==> src/rtl/wb_arbiter_pkg.sv <==
// Shared register-file constants and helpers for the writeback arbiter.
package wb_arbiter_pkg;

    localparam int REG_ADDR_W = 5;
    localparam int REG_COUNT  = 32;

    function automatic logic [REG_COUNT-1:0] rd_onehot(
        input logic [REG_ADDR_W-1:0] rd
    );
        logic [REG_COUNT-1:0] m;
        m     = '0;
        m[rd] = 1'b1;
        return m;
    endfunction

endpackage

==> src/rtl/wb_ll_fifo.sv <==
// Circular buffer of long-latency results with per-entry live bits
// and a broadcast squash compare against the ALU destination.
module wb_ll_fifo
    import wb_arbiter_pkg::*;
#(
    parameter int DEPTH  = 2,
    parameter int DATA_W = 32
) (
    input  logic                                  clk,
    input  logic                                  reset,
    input  logic                                  push,
    input  logic [REG_ADDR_W-1:0]                 push_rd,
    input  logic [DATA_W-1:0]                     push_data,
    input  logic                                  push_live,
    input  logic                                  pop,
    input  logic                                  squash_en,
    input  logic [REG_ADDR_W-1:0]                 squash_rd,
    output logic [REG_ADDR_W-1:0]                 head_rd,
    output logic [DATA_W-1:0]                     head_data,
    output logic                                  head_live,
    output logic [DEPTH-1:0][REG_ADDR_W-1:0]      ent_rd,
    output logic [DEPTH-1:0]                      ent_live,
    output logic [$clog2(DEPTH):0]                count,
    output logic                                  full,
    output logic                                  empty
);

    localparam int PTR_W = $clog2(DEPTH);
    localparam int CNT_W = PTR_W + 1;

    logic [DEPTH-1:0][REG_ADDR_W-1:0] rd_q;
    logic [DEPTH-1:0][DATA_W-1:0]     data_q;
    logic [DEPTH-1:0]                 live_q;
    logic [PTR_W-1:0]                 wr_ptr;
    logic [PTR_W-1:0]                 rd_ptr;
    logic [CNT_W-1:0]                 count_q;

    always_ff @(posedge clk) begin
        if (push) begin
            rd_q[wr_ptr]   <= push_rd;
            data_q[wr_ptr] <= push_data;
        end
    end

    // Live bits of unoccupied slots are held at 0 so the pending
    // reduction can OR every slot without an occupancy mask.
    always_ff @(posedge clk) begin
        if (reset) begin
            live_q  <= '0;
            wr_ptr  <= '0;
            rd_ptr  <= '0;
            count_q <= '0;
        end else begin
            for (int i = 0; i < DEPTH; i++) begin
                if (squash_en && rd_q[i] == squash_rd)
                    live_q[i] <= 1'b0;
            end
            if (pop) begin
                live_q[rd_ptr] <= 1'b0;
                rd_ptr         <= rd_ptr + PTR_W'(1);
            end
            if (push) begin
                live_q[wr_ptr] <= push_live;
                wr_ptr         <= wr_ptr + PTR_W'(1);
            end
            if (push && !pop)
                count_q <= count_q + CNT_W'(1);
            else if (pop && !push)
                count_q <= count_q - CNT_W'(1);
        end
    end

    assign head_rd   = rd_q[rd_ptr];
    assign head_data = data_q[rd_ptr];
    assign head_live = live_q[rd_ptr];
    assign ent_rd    = rd_q;
    assign ent_live  = live_q;
    assign count     = count_q;
    assign full      = (count_q == CNT_W'(DEPTH));
    assign empty     = (count_q == '0);

endmodule

==> src/rtl/wb_arbiter.sv <==
// Writeback arbiter: ALU results win the regfile port outright,
// long-latency results drain from a small FIFO when the port is free.
module wb_arbiter
    import wb_arbiter_pkg::*;
#(
    parameter int DEPTH  = 2,
    parameter int DATA_W = 32
) (
    input  logic                    clk,
    input  logic                    reset,
    input  logic                    alu_valid,
    input  logic [4:0]              alu_rd,
    input  logic [DATA_W-1:0]       alu_data,
    input  logic                    ll_valid,
    output logic                    ll_ready,
    input  logic [4:0]              ll_rd,
    input  logic [DATA_W-1:0]       ll_data,
    output logic                    rf_wrd,
    output logic [4:0]              rf_addr_d,
    output logic [DATA_W-1:0]       rf_d,
    output logic [31:0]             pending,
    output logic [$clog2(DEPTH):0]  ll_count
);

    logic                                aw;
    logic                                push;
    logic                                push_live;
    logic                                pop;
    logic [REG_ADDR_W-1:0]               head_rd;
    logic [DATA_W-1:0]                   head_data;
    logic                                head_live;
    logic [DEPTH-1:0][REG_ADDR_W-1:0]    ent_rd;
    logic [DEPTH-1:0]                    ent_live;
    logic                                full;
    logic                                empty;

    assign aw        = alu_valid && (alu_rd != '0);
    assign ll_ready  = !full;
    assign push      = ll_valid && ll_ready;
    // An ALU write in the accept cycle is younger, so the entry is born dead.
    assign push_live = (ll_rd != '0) && !(aw && alu_rd == ll_rd);
    assign pop       = !empty && (!head_live || !aw);

    wb_ll_fifo #(
        .DEPTH  (DEPTH),
        .DATA_W (DATA_W)
    ) u_fifo (
        .clk       (clk),
        .reset     (reset),
        .push      (push),
        .push_rd   (ll_rd),
        .push_data (ll_data),
        .push_live (push_live),
        .pop       (pop),
        .squash_en (aw),
        .squash_rd (alu_rd),
        .head_rd   (head_rd),
        .head_data (head_data),
        .head_live (head_live),
        .ent_rd    (ent_rd),
        .ent_live  (ent_live),
        .count     (ll_count),
        .full      (full),
        .empty     (empty)
    );

    always_comb begin
        rf_wrd    = 1'b0;
        rf_addr_d = '0;
        rf_d      = '0;
        if (aw) begin
            rf_wrd    = 1'b1;
            rf_addr_d = alu_rd;
            rf_d      = alu_data;
        end else if (pop && head_live) begin
            rf_wrd    = 1'b1;
            rf_addr_d = head_rd;
            rf_d      = head_data;
        end
    end

    always_comb begin
        pending = '0;
        for (int i = 0; i < DEPTH; i++) begin
            if (ent_live[i])
                pending = pending | rd_onehot(ent_rd[i]);
        end
        pending[0] = 1'b0;
    end

endmodule

==> config.mk <==
export PLATFORM = sky130hd
export DESIGN_NAME = wb_arbiter
export DESIGN_NICKNAME = d
export VERILOG_FILES = /design/src/rtl/wb_arbiter_pkg.sv /design/src/rtl/wb_ll_fifo.sv /design/src/rtl/wb_arbiter.sv
export SDC_FILE = /design/constraint.sdc
export NUM_CORES = 1
export LEC_CHECK = 0
export CORE_ASPECT_RATIO = 0.7
export CORE_MARGIN = 5
export CORE_UTILIZATION = 41
export CTS_CLUSTER_DIAMETER = 120
export DETAILED_ROUTE_END_ITERATION = 6
export GPL_TIMING_DRIVEN = 0
export PLACE_DENSITY = 0.77
export SYNTH_ARGS = -nofsm -noshare
export SYNTH_HDL_FRONTEND = slang
export SYNTH_SLANG_ARGS = --single-unit
export TNS_END_PERCENT = 10
==> constraint.sdc <==
create_clock -name clk -period 1.9 [get_ports clk]
set_input_delay 0.38 -clock clk [delete_from_list [all_inputs] [get_ports clk]]
set_output_delay 0.38 -clock clk [all_outputs]
set_load 0.005 [all_outputs]
==> results of run 1 <==
[final timing paths]
path / startpoint / slack (ns) / cells past startpoint / to
max: u_fifo.ent_rd[1]$_DFFE_PP_ / -0.31 / 7 / pending[26]
min: u_fifo.wr_ptr$_SDFFE_PP0P_ / 0.49 / 2 / u_fifo.wr_ptr$_SDFFE_PP0P_
max reg2reg: u_fifo.ent_live[0]$_SDFF_PP0_ / 0 / 7 / u_fifo.count[1]$_SDFFE_PP0P_
min reg2reg: u_fifo.wr_ptr$_SDFFE_PP0P_ / 0.49 / 2 / u_fifo.wr_ptr$_SDFFE_PP0P_
[kinds of logic after synthesis]
group	Yosys count	share of synthesized area, %
adders and majority gates	1	0.2961
and+or+nand+nor	90	10.72
buffers and inverters	35	4.501
AOI/OAI and AO/OA	82	16.44
DFF	80	55.43
other	1	0.08875
xor gates and xnor gates	17	3.524
muxes	38	9.002
[per-layer routing]
layer	GRT usage, %	share of wire [%]	up-vias
met5	0	0	-
met4	8.219	4.4	0
met3	6.124	7.1	69
met2	34.38	48	230
met1	25.36	41	1886
li1	-	-	1741
[sequential cells by signal (all words and copies together), names as in the netlist]
name	count
u_fifo.wr_ptr	1
u_fifo.data_q	64
u_fifo.ent_live	2
u_fifo.rd_ptr	1
u_fifo.ent_rd	10
u_fifo.count	2
[worst register-to-register path: stages (launching register included)]
cell                       delay [ns]
sky130_fd_sc_hd__dfxtp_4         0.39
sky130_fd_sc_hd__mux2i_1         0.10
sky130_fd_sc_hd__buf_4           0.14
sky130_fd_sc_hd__a211oi_2        0.27
sky130_fd_sc_hd__or2_1           0.19
sky130_fd_sc_hd__ha_4            0.21
sky130_fd_sc_hd__or3_1           0.37
sky130_fd_sc_hd__a21oi_1         0.15
[metrics by stage]
stage          setup slack, ns  cells
6_report               -0.3140    689
5_1_grt                -0.3561    689
4_1_cts                -0.2781    673
3_5_place_dp            -1.127    620
3_3_place_gp            -1.140    620
2_1_floorplan         0.009033    344
[cells in the final DEF (no fill, tap or decap), drive strengths merged, types with 11 or more instances in the layout]
master and count:
buf 141, nand3b 11, clkdlybuf4s50 74, nand2 45
mux2i 38, edfxtp 74, xnor2 11, o31ai 34
o22ai 33, clkbuf 17
[layout make-up]
class                           instances  area [um2]  area share (%)
Inverter                                5       18.77          0.2699
Timing Repair Buffer                  206        1709           24.58
Tap cell                              132       165.2           2.375
Clock inverter                          6       83.83           1.206
Clock buffer                           10       229.0           3.293
Multi-Input combinational cell        229        2197           31.60
Sequential cell                        80        2359           33.92
Buffer                                 21       191.4           2.753
[power groups by stage]
stage | Combinational (uW) | Sequential (uW) | Clock (uW)
after global placement | 1840 | 2340 | 0
after detailed placement | 1890 | 2350 | 0
after CTS | 2150 | 2360 | 1850
after global routing | 2710 | 2410 | 1940
after floorplan | 1170 | 2330 | 0
final | 2560 | 2390 | 1810
[timing repair]
action | 4_1_cts | 5_1_grt
gates cloned | 2 | 2
setup buffers | 44 | 15
endpoints found under the setup margin | 103 | 145
pin swaps | 33 | 24
resized for setup | 303 | 90
endpoints found under the hold margin | 0 | 0
==> reports/qor.yml, run 1 <==
status: "complete, but fails checks"
synth.distinct_cells: 35
max-vdd-ir-drop_mv: 0.6518
finalWorstSetupSlack_ns: -0.3140
switchingPower_uw: 2154
syn_inst: 344
via_count: 3926
post_synth_instance_area_mm2: 0.004225
number_of_buffers_inserted_by_port_buffering: 144
detail_route.vias_per_cell: 5.698
final_period_minus_worst_setup_slack_ns: 2.214
worstPathMaxFanout: 4
slew-limit-headroom_pct: 41.34
nFillCells: 739
synth_largest_area_cell: "sky130_fd_sc_hd__edfxtp_1"
route.detailed.drc: 0
worst_ep_arrival_time_ns: 1.83
critical_path.n_buffers_inverters: 5
design.portCount: 151
fin_nets: 631
slew_violations: 0
worst-slew-pin-transition_ns: 0.8786
setup-violations-final: 68
number_of_design_rule_violations_left_by_the_first_detailed_router_iteration: 286
area_delta_synth_final_pct: 64.55
worst_path_max_delay_cell: "sky130_fd_sc_hd__edfxtp_1"
grt_pass1_vias: 3856
fin_skew_ns: 0.003703
drt_first_pass_iters: 5
synthesis.nets: 423
start_kind: "flip-flop"
globalRouteTotalUtil_pct: 20.59
family_of_cells_with_the_greatest_summed_delay_on_the_critical_path: "buffers and inverters"
final_instance_area_mm2: 0.006953
internal_portion_of_total_power_uw: 4606
cts.clk_slew.worst_paths_ns: 0.06
yosys.cell_count.top_type: "sky130_fd_sc_hd__edfxtp_1"
root_buffer: "sky130_fd_sc_hd__clkbuf_16"
overflow: 0
rsz0062_at_grt: "yes"
power.share.combinational_pct: 37.9
drive_gt1_share_pct: 45.24
antenna_cells_inserted: 0
coreArea_mm2: 0.01020
synth_warnings: 0
maxCapViolCount: 0
grt_first_pass_wirelength_mm: 20.24
per_instance_average_area_after_synthesis_um2: 12.28
power-per-cell-area_mw_per_mm2: 972.2
die-width_um: 131.3
clock_buffers_created_by_tritoncts: 9
worst_skew_pair_later_pin_latency_ns: 0.33
fin_worst_hold_slack_ns: 0.4875
setup.worst_path.class: "reg2out"
cp_data_required_time_ns: 1.52
switching_share_pct: 31.86
routed_wire_length_per_instance_um: 21.12
numClockSinks: 80
synthFlopType: "sky130_fd_sc_hd__edfxtp_1"
final_gp_congestion: 0.8373
ys_top_cells_by_count: "sky130_fd_sc_hd__edfxtp_1 (74), sky130_fd_sc_hd__nand2_1 (45), sky130_fd_sc_hd__mux2i_1 (38)"
cts-hold-fix-buffers: 0
initial_core_util_pct: 41.42
violations_in_the_final_reports: "setup timing"
fin_crit_sh_pct: 116.5
synth_area_leaders: "sky130_fd_sc_hd__edfxtp_1 (53%), sky130_fd_sc_hd__mux2i_1 (9.0%), sky130_fd_sc_hd__o31ai_2 (8.6%)"
floorplan.rows: 31
antenna_left: 0
hold_viol: 0
hpwl_after_detailed_placement_mm: 8.763
cp_slowest_stage_delay_ns: 0.42
power.leakage_uw: 0.002616
routed_wirelength_mm: 14.55
power_frac_seq_pct: 35.3
synth-edff-count: 74
htree_levels: 3
clock_power_share_pct: 26.8
postSynth.asyncResetShare_pct: 0
dieArea_mm2: 0.01247
detailed_place.area_mm2: 0.005832
max-clock-path-buffers: 2
postSynthRegisterBits: 80
grt_antenna_before_repair: 0
fin_tns_setup_ns: -11.44
worstPathCellList: "buf_6 -> nand3b_1 -> buf_4 -> buf_4 -> buf_4 -> o22ai_1 -> buf_2"
worstHoldPathType: "reg2reg"
die_h_um: 94.94
synth-seq-area-share_pct: 55.43
netlist.area_leader.share_pct: 52.59
achievable-frequency_ghz: 0.4517
cpMostUsedCell: "sky130_fd_sc_hd__buf_4"
critical_path.endpoint_type: "output pin"
maximum_number_of_pins_on_one_net_before_global_route_repair: 38
cts_tree: "built"
finalPower_uw: 6760
finish.utilization_pct: 68.16
Note: power is estimated with default switching activity, not from simulation.
==> run 2, diff against run 1 <==
Settings changed: CORE_UTILIZATION 41 to 49, PLACE_DENSITY 0.77 to 0.86.
Clock period 1.9 ns to 2.7 ns, I/O delays scaled along.
==> run 2 against run 1 <==
Effect of this change:
- the run now ends clean
- non-clock buffer count fell by 53
- hold slack gained 0.0060 ns
- clock power decreased by 23%
- cell area decreased by 11%
- combinational power fell by 49%
- critical path depth fell by 4
- sequential cell count unchanged
- sequential power is 31% lower
- clock skew increased by 0.00098 ns
- setup slack better by 0.33 ns
- global-route usage is 1.5 points higher
- register-to-register slack gained 0.68 ns
- critical path type unchanged
==> reports/qor.yml, run 2 (synthesis results as in run 1) <==
routed_wirelength_mm: 11.79  # -19%
start_kind: "flip-flop"
detail_route.vias_per_cell: 5.628  # -1.2%
maximum_number_of_pins_on_one_net_before_global_route_repair: 38  # unchanged
regToRegStartpoint: "u_fifo.rd_ptr$_SDFFE_PP0N_"
grt_pass1_vias: 3546  # -8.0%
numClockSinks: 80  # unchanged
worstPathCellList: "nand3b_1 -> o22ai_1 -> clkdlybuf4s50_1"
setup.reg_to_reg.worst_slack_ns: 0.68  # +0.68 ns
worst_skew_pair_later_pin_latency_ns: 0.33  # about the same
design.portCount: 151  # unchanged
critical_path.endpoint_type: "output pin"
clock_buffers_created_by_tritoncts: 9  # unchanged
finalWorstSetupSlack_ns: 0.01904  # +0.3330 ns
hold_viol: 0  # unchanged
power-per-cell-area_mw_per_mm2: 699.5  # -28%
antenna_left: 0  # unchanged
route.detailed.drc: 0  # unchanged
rsz0062_at_grt: "yes"
worst-slew-pin-transition_ns: 0.8573  # -0.02133 ns
final_period_minus_worst_setup_slack_ns: 2.681
slew-limit-headroom_pct: 42.76  # +1.4 points
number_of_design_rule_violations_left_by_the_first_detailed_router_iteration: 279  # -2.4%
worst_path_max_delay_cell: "sky130_fd_sc_hd__clkdlybuf4s50_1"
finish.utilization_pct: 73.53  # +5.4 points
max-vdd-ir-drop_mv: 0.4584  # -30%
cp_data_required_time_ns: 2.16  # +0.64 ns
die-width_um: 121.0  # -7.9%
setup.worst_path.class: "reg2out"
cts_tree: "built"
fin_crit_sh_pct: 99.29
root_buffer: "sky130_fd_sc_hd__clkbuf_16"
die_h_um: 87.69  # -7.6%
worstHoldPathCells: 2  # unchanged
achievable-frequency_ghz: 0.3730
largest_register_ff_count: 64  # unchanged
detailed_place.area_mm2: 0.005817  # -0.26%
grt_antenna_before_repair: 0  # unchanged
globalRouteTotalUtil_pct: 22.05  # +1.5 points
number_of_buffers_inserted_by_port_buffering: 144  # unchanged
overflow: 0  # unchanged
via_count: 3512  # -11%
post_cts.repair.setup_buffers: 0  # -100%
htree_levels: 3  # unchanged
antenna_cells_inserted: 0  # unchanged
floorplan.rows: 28  # -9.7%
worst_ep_arrival_time_ns: 2.14  # +0.31 ns
hpwl_after_detailed_placement_mm: 8.574  # -2.1%
status: "finished clean"
worstHoldPathType: "reg2reg"
maxCapViolCount: 0  # unchanged
drt_first_pass_iters: 5  # unchanged
hold_path_startpoint: "u_fifo.wr_ptr$_SDFFE_PP0P_"
largest-register: "u_fifo.data_q"
coreArea_mm2: 0.008443  # -17%
grt_first_pass_wirelength_mm: 18.22  # -10%
setup-violations-final: 0  # -100%
fin_skew_ns: 0.004684  # +0.0009809 ns
fin_nets: 578  # -8.4%
final_gp_congestion: 0.8588  # +2.6%
timing.hold.worst_endpoint: "u_fifo.wr_ptr$_SDFFE_PP0P_"
drive_gt1_share_pct: 17.66  # -28 points
power.leakage_uw: 0.002350  # -10%
worst_r2r_endpoint: "u_fifo.count[1]$_SDFFE_PP0P_"
final_instance_area_mm2: 0.006208  # -11%
worstPathMaxFanout: 8  # +4
area_delta_synth_final_pct: 46.94
final_cell_count_no_fill: 624  # -9.4%
cts.clk_slew.worst_paths_ns: 0.06  # about the same
cp_slowest_stage_delay_ns: 0.55  # +0.13 ns
most_frequent_cells_in_the_layout: "sky130_fd_sc_hd__clkdlybuf4s50_1 (103), sky130_fd_sc_hd__edfxtp_1 (74), sky130_fd_sc_hd__nand2_1 (45)"
initial_core_util_pct: 50.04  # +8.6 points
finalPower_uw: 4343  # -36%
place_inst: 608  # -1.9%
max-clock-path-buffers: 2  # unchanged
layout.cells.most_common: "sky130_fd_sc_hd__clkdlybuf4s50_1"
placement.setup.worst_slack_ns: -0.5658  # +0.5617 ns
routed_wire_length_per_instance_um: 18.89  # -11%
dieArea_mm2: 0.01061  # -15%
cts-hold-fix-buffers: 0  # unchanged
worst_reg_to_reg_path_cell_count: 7  # unchanged
slew_violations: 0  # unchanged
-- run 2: cell count changes in the layout (fill, tap and decap cells not counted), moves of 5 or more --
cell	delta
sky130_fd_sc_hd__buf_4	-42
sky130_fd_sc_hd__dlygate4sd2_1	+29
sky130_fd_sc_hd__o31ai_4	-26
sky130_fd_sc_hd__buf_6	-13
sky130_fd_sc_hd__dlymetal6s2s_1	+9
sky130_fd_sc_hd__buf_12	-5
sky130_fd_sc_hd__buf_2	-57
sky130_fd_sc_hd__o31ai_2	+25
sky130_fd_sc_hd__o22ai_2	-18
sky130_fd_sc_hd__o22ai_1	+18
sky130_fd_sc_hd__clkdlybuf4s50_1	+29
-- run 2: what timing repair did --
item,in CTS,in global routing
gates resized for setup,50,18
pin swaps,0,1
endpoints found under the setup margin,41,21
-- run 2: layout make-up --
| class | count | area [um2] |
|---|---|---|
| sequential | 80 | 2344 |
| fill | 594 | 2235 |
| multi-input combinational | 229 | 1739 |
| timing repair buffer | 144 | 1420 |
| clock buffer | 10 | 229.0 |
| buffer | 30 | 192.7 |
| tap | 120 | 150.1 |
| clock inverter | 6 | 115.1 |
| inverter | 5 | 18.77 |
-- run 2: worst max path at each step --
stage / startpoint / endpoint / slack, ns / cells past startpoint
after floorplan: alu_rd[0] / u_fifo.count[1]$_SDFFE_PP0P_ / 0.65 / 7
after global placement: alu_valid / rf_d[1] / -0.55 / 8
after detailed placement: alu_valid / rf_d[16] / -0.57 / 8
after CTS: u_fifo.rd_ptr$_SDFFE_PP0N_ / rf_addr_d[1] / 0.0007 / 7
after global routing: u_fifo.ent_rd[0]$_DFFE_PP_ / pending[14] / -0.07 / 3
final: u_fifo.ent_rd[0]$_DFFE_PP_ / pending[14] / 0.02 / 3
-- run 2: power breakdown --
group          switching [uW]  internal [uW]
registers                73.1           1560
clock network             487            910
logic                     718            592
-- run 2: metrics by stage --
step | hold slack (ns) | setup TNS, ns
detailed placement | 0.4698 | -16.15
floorplan | 0.4383 | 0
global placement | 0.4528 | -19.95
finish | 0.4935 | 0
global route | 0.5096 | -0.1025
CTS | 0.4827 | 0
-- run 2: critical path: cells and delay by family, from the launching register on --
| kind | cells | cell delay [ns] |
|---|---|---|
| AO/OA/AOI/OAI | 1 | 0.34 |
| buffers and inverters | 1 | 0.55 |
| flip-flops | 1 | 0.47 |
| AND/OR/NAND/NOR | 1 | 0.44 |
-- run 2: routing by layer --
layer,part of all wire [%],up-vias,track usage [%],wire (um)
li1,-,1633,-,-
met1,41,1663,28.39,4836
met2,49,193,38.16,5803
met3,8.1,23,4.971,955
met4,1.6,0,5.761,194
met5,0,-,0,0
==> RTL change (config.mk and constraints of run 1) <==
`DATA_W` is set to 32 in 2 places; all go to 24.
--- a/src/rtl/wb_ll_fifo.sv
+++ b/src/rtl/wb_ll_fifo.sv
@@ -6,3 +6,3 @@
     parameter int DEPTH  = 2,
-    parameter int DATA_W = 32
+    parameter int DATA_W = 24
 ) (
--- a/src/rtl/wb_arbiter.sv
+++ b/src/rtl/wb_arbiter.sv
@@ -6,3 +6,3 @@
     parameter int DEPTH  = 2,
-    parameter int DATA_W = 32
+    parameter int DATA_W = 24
 ) (
Interface: changed (resized alu_data, ll_data and rf_d); port bits go from 151 to 127. No check against the original RTL was run, so the function may have changed too.
==> RTL change against run 1 <==
The flow still finishes with violations (negative setup slack). Routed wire length fell by 21%. Sequential cell count shrank 16. Power shrank 14%. Via count decreased by 18%. Area after synthesis is 17% lower. Cell count is 18% lower. Fmax increased by 6.5%. Final area is 18% lower. Worst setup slack improved by 0.14 ns. Non-clock buffer count fell by 53. Critical endpoint is now rf_wrd. Highest routed layer unchanged.
==> RTL change: results <==
metrics = {
    "hold_path": {
        "min_path_type": "in2reg",
        "whs_endpoint": "u_fifo.wr_ptr",
        "min_path_cells": 4,
        "hold_path_startpoint": "ll_valid",
    },
    "outcome": {
        "violations": "negative setup slack",
        "outcome": "complete, but fails checks",
    },
    "route": {
        "wl_per_cell_um": 20.2,
        "num_vias": 3211,
        "drt_first_iter_violations": 173,
    },
    "setup_path": {
        "r2r_end": "u_fifo.ent_rd[4]",
        "worstPathArrival_ns": 1.70,
        "cp_slowest_cell": "dfxtp_4",
        "cp_max_fo": 7,
        "slowest_delay_ns": 0.35,
        "reg2reg_slack_ns": 0.10,
        "r2r-start": "u_fifo.count[0]",
        "rr_worst_depth": 3,
    },
    "clocking": {
        "insertion_delay_ns": 0.32,
        "clk_path_buf_depth": 2,
    },
    "power": {
        "p_leak_uw": 0.00215,
        "max-vdd-ir-drop_v": 0.000629,
    },
    "logic_synthesis": {
        "synth_cell_type_count": 37,
        "synth.area.top_cells": "edfxtp_1 (50%), mux2i_1 (8.6%), o31ai_2 (6.8%)",
        "yosysSeqAreaShare": 0.530,
        "synthesis.nets": 362,
        "synth_top_cells_by_count": "edfxtp_1 (58), nand2_1 (36), o22ai_1 (32)",
        "synth_edf_count": 58,
        "ys_warn_count": 0,
    },
    "placed_design": {
        "dp_worst_setup_slack_ns": -1.13,
        "place_hpwl_um": 7470,
        "gp_congestion": 0.846,
        "io_buffer_count": 120,
    },
    "timing": {
        "relSlewSlack": 0.560,
        "finalClockSkew_ns": 0.00292,
        "setup_ws_ns": -0.179,
        "finalSetupViolCount": 50,
    },
    "grt": {
        "grt_pass1_wl_um": 17800,
        "track_usage": 0.220,
        "grt_max_degree": 30,
    },
    "cells_and_area": {
        "largest_register_ffs": 48,
        "diodes": 0,
        "layout.nets": 521,
        "fillers": 634,
        "drive_gt1_frac": 0.432,
    },
}
-- RTL change: kinds of logic after synthesis --
kind of cell | after synthesis | synth area share
buffers and inverters | 31 | 0.0460
multiplexers | 30 | 0.0856
XOR/XNOR | 17 | 0.0424
AO/OA/AOI/OAI | 73 | 0.166
AND/OR/NAND/NOR | 82 | 0.125
adder cells (fa/ha/maj) | 1 | 0.00356
flip-flops | 64 | 0.530
other | 1 | 0.00107
-- RTL change: routing by layer --
metal	GRT usage	vias up	wire length (um)
met2	0.358	166	5490
li1	-	1475	-
met5	0	-	0
met1	0.292	1547	4890
met4	0.0535	0	149
met3	0.0656	23	958
-- RTL change: report_power, final --
| part | internal [uW] | total, uW | switching (uW) |
|---|---|---|---|
| Clock | 1280 | 1880 | 597 |
| Combinational | 979 | 2050 | 1070 |
| Sequential | 1790 | 1910 | 117 |
-- RTL change: cell type report --
cell class | count | area share
Buffer | 20 | 0.0378
Clock buffer | 9 | 0.0395
Clock inverter | 7 | 0.0211
Inverter | 5 | 0.00461
Multi-Input combinational cell | 204 | 0.323
Sequential cell | 64 | 0.329
Tap cell | 105 | 0.0231
Timing Repair Buffer | 154 | 0.222
-- RTL change: worst max path at each step --
stage	start	end	slack, ns	cells past startpoint
4_1_cts	u_fifo.rd_ptr	rf_addr_d[2]	-0.21	6
3_3_place_gp	alu_valid	rf_d[20]	-1.09	8
3_5_place_dp	alu_valid	rf_d[13]	-1.13	8
5_1_grt	u_fifo.rd_ptr	rf_wrd	-0.25	6
6_report	u_fifo.rd_ptr	rf_wrd	-0.18	6
2_1_floorplan	alu_rd[2]	u_fifo.count[1]	0.02	8
-- RTL change: metrics by stage --
stage                     setup TNS [ns]  cells  utilization  hold WS [ns]  area, sq um
after global placement            -61.24    524        0.579         0.452         4860
after global routing               -8.61    568        0.678         0.542         5700
final                              -5.50    568        0.678         0.512         5700
after CTS                          -6.58    568        0.657         0.537         5520
after detailed placement          -65.46    524        0.579         0.485         4860
after floorplan                        0    299            -         0.438         3530
-- RTL change: what timing repair did --
| item | CTS | global route |
|---|---|---|
| pin swaps | 34 | 9 |
| setup endpoints to repair | 120 | 118 |
| setup buffers | 31 | 1 |
| resized for setup | 304 | 51 |
| cloned | 3 | 0 |
-- RTL change: critical path: cells and delay by family (launching register included) --
kind,cells,cell delay (ns)
multiplexers,1,0.24
flip-flops,1,0.35
buffers and inverters,3,0.57
AND/OR/NAND/NOR,2,0.23
